File: config.mk
export PLATFORM = sky130hd
export DESIGN_NAME = event_window_ctrl
export DESIGN_NICKNAME = d
export VERILOG_FILES = /design/src/rtl/event_window_ctrl.sv
export SDC_FILE = /design/constraint.sdc
export NUM_CORES = 1
export LEC_CHECK = 0
export BUFFER_PORTS_ARGS = -buffer_cell sky130_fd_sc_hd__buf_2
export CAP_MARGIN = 30
export CORE_MARGIN = 1.5
export CORE_UTILIZATION = 47
export CTS_BUF_LIST = sky130_fd_sc_hd__clkbuf_16
export DETAILED_ROUTE_END_ITERATION = 10
export PLACE_DENSITY_LB_ADDON = 0.2
export SETUP_SLACK_MARGIN = 0.05
export SYNTH_ARGS = -nofsm -noshare
export SYNTH_HDL_FRONTEND = slang
export SYNTH_SLANG_ARGS = --single-unit
File: constraint.sdc
create_clock -name clk -period 1.84 [get_ports clk]
set_clock_uncertainty 0.1 [all_clocks]
set_input_delay 0.368 -clock clk [delete_from_list [all_inputs] [get_ports clk]]
set_output_delay 0.368 -clock clk [all_outputs]
set_load 0.005 [all_outputs]
File: src/rtl/event_window_ctrl.sv
// Event window sequencer: counts event_in pulses over a win_len-cycle window and
// returns the count on a valid/ready result port. Optional macro: EVENT_WINDOW_SAT_EN.
module event_window_ctrl #(
  parameter int CW = 8,
  parameter int WW = 16
) (
  input  logic          clk,
  input  logic          rst_n,
  input  logic          start,
  input  logic [WW-1:0] win_len,
  input  logic          abort,
  input  logic          event_in,
  output logic          busy,
  output logic          cnt_en,
  output logic          res_valid,
  input  logic          res_ready,
  output logic [CW-1:0] res_count,
  output logic          res_ovf
);

  // Result handshake: a result is transferred on any posedge where
  // res_valid & res_ready; res_count/res_ovf are stable while res_valid is high.
  typedef enum logic [1:0] {
    IDLE  = 2'd0,
    COUNT = 2'd1,
    HOLD  = 2'd2
  } state_t;

  localparam logic [CW-1:0] C_ONE = CW'(1);
  localparam logic [WW-1:0] W_ONE = WW'(1);

  state_t        state;
  logic [WW-1:0] remaining;
  logic [CW-1:0] count;
  logic          ovf;
  logic [CW-1:0] count_nxt;
  logic          ovf_nxt;

  assign cnt_en = event_in & (state == COUNT);

  // Next count including this cycle's event, so the last window cycle is counted.
  always_comb begin
    count_nxt = count;
    ovf_nxt   = ovf;
    if (event_in) begin
      if (&count) begin
        ovf_nxt = 1'b1;
`ifdef EVENT_WINDOW_SAT_EN
        count_nxt = count;
`else
        count_nxt = '0;
`endif
      end else begin
        count_nxt = count + C_ONE;
      end
    end
  end

  always_ff @(posedge clk or negedge rst_n) begin
    if (!rst_n) begin
      state     <= IDLE;
      remaining <= '0;
      count     <= '0;
      ovf       <= 1'b0;
      busy      <= 1'b0;
      res_valid <= 1'b0;
      res_count <= '0;
      res_ovf   <= 1'b0;
    end else begin
      case (state)
        IDLE: begin
          if (start) begin
            busy <= 1'b1;
            if (win_len != '0) begin
              state     <= COUNT;
              remaining <= win_len;
              count     <= '0;
              ovf       <= 1'b0;
            end else begin
              state     <= HOLD;
              res_valid <= 1'b1;
              res_count <= '0;
              res_ovf   <= 1'b0;
            end
          end
        end
        COUNT: begin
          if (abort) begin
            state <= IDLE;
            busy  <= 1'b0;
          end else begin
            count     <= count_nxt;
            ovf       <= ovf_nxt;
            remaining <= remaining - W_ONE;
            if (remaining == W_ONE) begin
              state     <= HOLD;
              res_valid <= 1'b1;
              res_count <= count_nxt;
              res_ovf   <= ovf_nxt;
            end
          end
        end
        HOLD: begin
          if (res_ready) begin
            state     <= IDLE;
            res_valid <= 1'b0;
            busy      <= 1'b0;
          end
        end
        default: begin
          state     <= IDLE;
          busy      <= 1'b0;
          res_valid <= 1'b0;
        end
      endcase
    end
  end

endmodule

Word level (Yosys, flattened, before mapping)
Index checks and enable logic that the tools add are counted.
Storage, ports and cells
  bits in registers: 38
  logic and storage cells: 72
  input port bits: 22
Cells by class
  muxes and demuxes: 41
  bitwise gates (word level): 1
  equality and inequality tests: 11
  reduce and logical (&&, ||, !) cells: 9
  add/sub/neg operators: 2
Operator list (count)
  8-bit 2-to-1 mux: 9
  16-bit 2-to-1 mux: 3
  16-bit case mux with 2 select lines: 1
  8-bit case mux with 2 select lines: 2
  16-bit by 1-bit equality test with 1-bit output (second input constant): 1
  1-bit 2-to-1 mux: 16
  16-bit nonzero test: 1
  16-bit by 1-bit subtractor with 16-bit output (second input constant): 1
  2-bit != test (second input constant): 6
  2-bit 2-to-1 mux: 5
  5-bit AND reduction: 2
  8-bit by 1-bit adder with 8-bit output (second input constant): 1
  8-bit AND reduction: 1
  1-bit case mux with 3 select lines: 2
  2-bit case mux with 3 select lines: 1
  3-bit AND reduction: 2
  1-bit case mux with 2 select lines: 2
  4-bit AND reduction: 1
  3-bit by 2-bit != test with 1-bit output (second input constant): 1
  2-bit by 1-bit equality test with 1-bit output (second input constant): 1
  2-bit equality test (second input constant): 1
  2-bit logical NOT: 1
  2-bit by 1-bit != test with 1-bit output (second input constant): 1
  2-bit nonzero test: 1
  1-bit bitwise AND: 1

Depth between registers and ports, before layout
  depth after elaboration: 6
  mapped depth: 6

Least setup slack after synthesis
No wires, ideal clock.
  path type: input-to-reg
  start point: input port win_len[4]
  end point: register count[5]
  path slack: -0.348 ns
  stages: 5
  arrival: 1.961 ns
  data required time: 1.612 ns
  path through: or4_4 -> o41ai_4 -> nand2_2 -> buf_2 -> mux2_1
Between the ends
  longest elaborated chain between the ends: 3
Ends and longest elaborated chain
  start: declaration: RTL line 10  | input logic [WW-1:0] win_len,
  16-bit nonzero test: RTL line 74  | if (win_len != '0) begin
  2-bit != test (no line)
  4-bit AND reduction (no line)
  end signal: assignment: RTL line 92  | count <= count_nxt;
  end: declaration: RTL line 34  | logic [CW-1:0] count;
No other way between the ends.
A chain may end at the register's enable or synchronous reset.

Worst setup path in the final report
  start point: input port win_len[15]
  end point: register count[5]
The elaborated chain is that of the path after synthesis.

==> metrics <==
status=finished with violations; failing checks=negative setup slack; fin area=3450 µm²; CTS Hold Buffers Added=0; post-synth cell types=47; IO Port Bufs=33; Slew headroom=61.3%; Compound-Gate Fraction of Synth Area=20.9%; Max FO, Critical Path=7; DRT iter0 DRCs=236; Main synth FF type=dfrtp_1; # setup viols final=37; clock share of power=28.5%; Syn Area/Cell=8.95 µm²; minimum clock period=2100 ps; Root Buffer=clkbuf_16; Max Fclk=477 MHz; Syn Std Cell Area=2250 µm²; Hold Crit Class=in2async; sw power=1.15 mW; Setup WS post-layout=-257 ps; fin util=77.2%; design internal power=2.23 mW; Initial Util=50.2%; largest net degree at the start of global routing=39; area leader, netlist=dfrtp_1; Sw Ratio=34.0%; post-detail-place hpwl=4360 µm; nets@finish=378; simple-gate share of the synthesized area=22.7%; Setup crit start kind=input pin; top-area cell type share of the netlist area=42.3%; synthesized-area fraction occupied by adder cells=1.67%; Synth async-reset ratio=100%; main combinational cell family by area after synthesis=simple AND/OR/NAND/NOR gates; Ports=34; clk buf depth=2; die height=72.1 µm; core footprint=4470 µm²; Syn-to-layout area delta=53.8%; total power draw=3.38 mW; vias in the first global route=2377; clock sink count=38; setup TNS=-7040 ps; register share of total power=33.5%; std cell rows=24; EDFF count, synth=0; post-synthesis sequential area ratio=42.3%; DR vias=2433; post-synthesis mux area share=6.35%; area occupied by registers=952 µm²; number of diodes=0; Gate Count Post-Synth=251; Remaining Overflow, GRT=0; DRT Wirelength=7500 µm; initial antenna violation count=0; Final Hold Vio Count=0; post-synthesis xor/xnor area fraction=1.95%; RSZ-0062 raised after global routing=yes; Remaining DRCs=0; WP data arrival=2160 ps; main area contributors after synthesis=dfrtp_1 42%, a21oi_1 4.9%, nor2_1 4.2%, o21ai_0 4.0%, mux2_2 3.5%; drt via density=5.99; worst slew pin tran=581 ps; Post-DRT Antenna Nets=0; first-pass GRT wire length=11200 µm; H-tree level count=2; wire length per cell=18.5 µm; P per Cell Area=980 nW/µm²; CP Data Required Time=1910 ps; Crit Path Class=in2reg; gpl congestion=0.866; Die ar.=5200 µm²; most common cell after layout, fill and taps aside=buf_4; crit share post-route=114%; CP Capture Type=flip-flop; Num CTS Buffers=5; fill cell count=292; Multi-input gate area=1430 µm²; Pre-Repair DR Iteration Count=5; GRT Overall Usage=28.0%; Final Max Slew Viols=0; Clk pin slew, worst setup/hold paths=60 ps; most frequent cells in the layout=59 x buf_4, 37 x dfrtp_1, 29 x buf_2; TritonCTS clock tree=built; flops & latches, synth=38; YS warnings=0; placed cell area=2900 µm²; Syn Nets=276; peak supply drop=0.712 mV; leakage=1.59 nW; die width=72.1 µm; Max Cap Violations=0; Logic pwr share=38.0%; clock latency on the worst-skew pair=280 ps; layout cells sized above 1=48.0%
-- metal layers --
metal | part of all wire, % | vias up | GRT usage (%)
met5 | 0 | - | 0
met4 | 2.7 | 0 | 13.0
met3 | 5.9 | 25 | 6.53
met2 | 49 | 99 | 44.2
met1 | 42 | 1194 | 36.5
li1 | - | 1115 | -
-- registers in the layout, indices dropped and copies added, names as in the netlist --
name and count:
res_valid 1, res_count 8, ovf 1, res_ovf 1
remaining 16, state 2, busy 1, count 8
-- power by group through the flow --
stage	registers [mW]	clock network [mW]	logic (mW)
global route	1.15	1.02	1.38
global placement	1.11	0	0.982
floorplan	1.14	0	0.465
finish	1.13	0.964	1.29
CTS	1.10	0.974	1.15
detailed placement	1.11	0	1.01
-- cells in the mapped netlist (all sizes together), types with 5 or more instances --
| master | number |
|---|---|
| clkbuf | 9 |
| nor2 | 25 |
| mux2 | 10 |
| nand2 | 22 |
| o22ai | 5 |
| inv | 11 |
| nor3 | 11 |
| nand3 | 5 |
| o21ai | 24 |
| dfrtp | 38 |
| nand4 | 8 |
| or4 | 5 |
| a21oi | 23 |
-- worst paths after layout --
| check | to | startpoint | cells past startpoint | slack [ps] |
|---|---|---|---|---|
| setup / recovery | count[5] | win_len[15] | 7 | -260 |
| hold / removal | res_count[4] | rst_n | 2 | 40 |
| setup reg to reg | res_count[7] | remaining[4] | 5 | -220 |
| hold reg to reg | res_valid | res_valid | 2 | 360 |
| max in group asynchronous | state[0] | rst_n | 2 | 1240 |
| min in group clk | res_valid | res_ready | 4 | 280 |
-- critical path: stages --
cell and delay (ps):
buf_2 110, or4_4 580, buf_6 150, o41ai_4 330
nand2_2 170, buf_12 180, mux2_4 290
-- logic make-up after synthesis --
group | Yosys count
mux | 13
buf+inv | 22
fa+ha+maj | 3
flops | 38
xor+xnor | 5
simple gates | 97
compound gates | 73
-- timing repair --
item	4_1_cts	5_1_grt
pin swaps	17	17
resized for setup	35	35
cloned	1	0
buffers inserted	7	10
setup endpoints to repair	37	38
-- layout make-up --
class / count / area share (%)
clock inverter: 3 / 1.09
inverter: 11 / 1.20
timing repair buffer: 106 / 23.3
tap: 52 / 1.88
multi-input combinational: 191 / 41.4
sequential: 38 / 27.6
clock buffer: 5 / 3.62
-- metrics by stage --
stage	std cells	setup slack, ps	hold WS, ps
3_5_place_dp	383	-533	350
2_1_floorplan	251	-318	-27.6
3_3_place_gp	383	-490	349
6_report	406	-257	40.2
4_1_cts	399	-229	51.9
5_1_grt	406	-319	94.2
(Power assumes the default switching activity.)
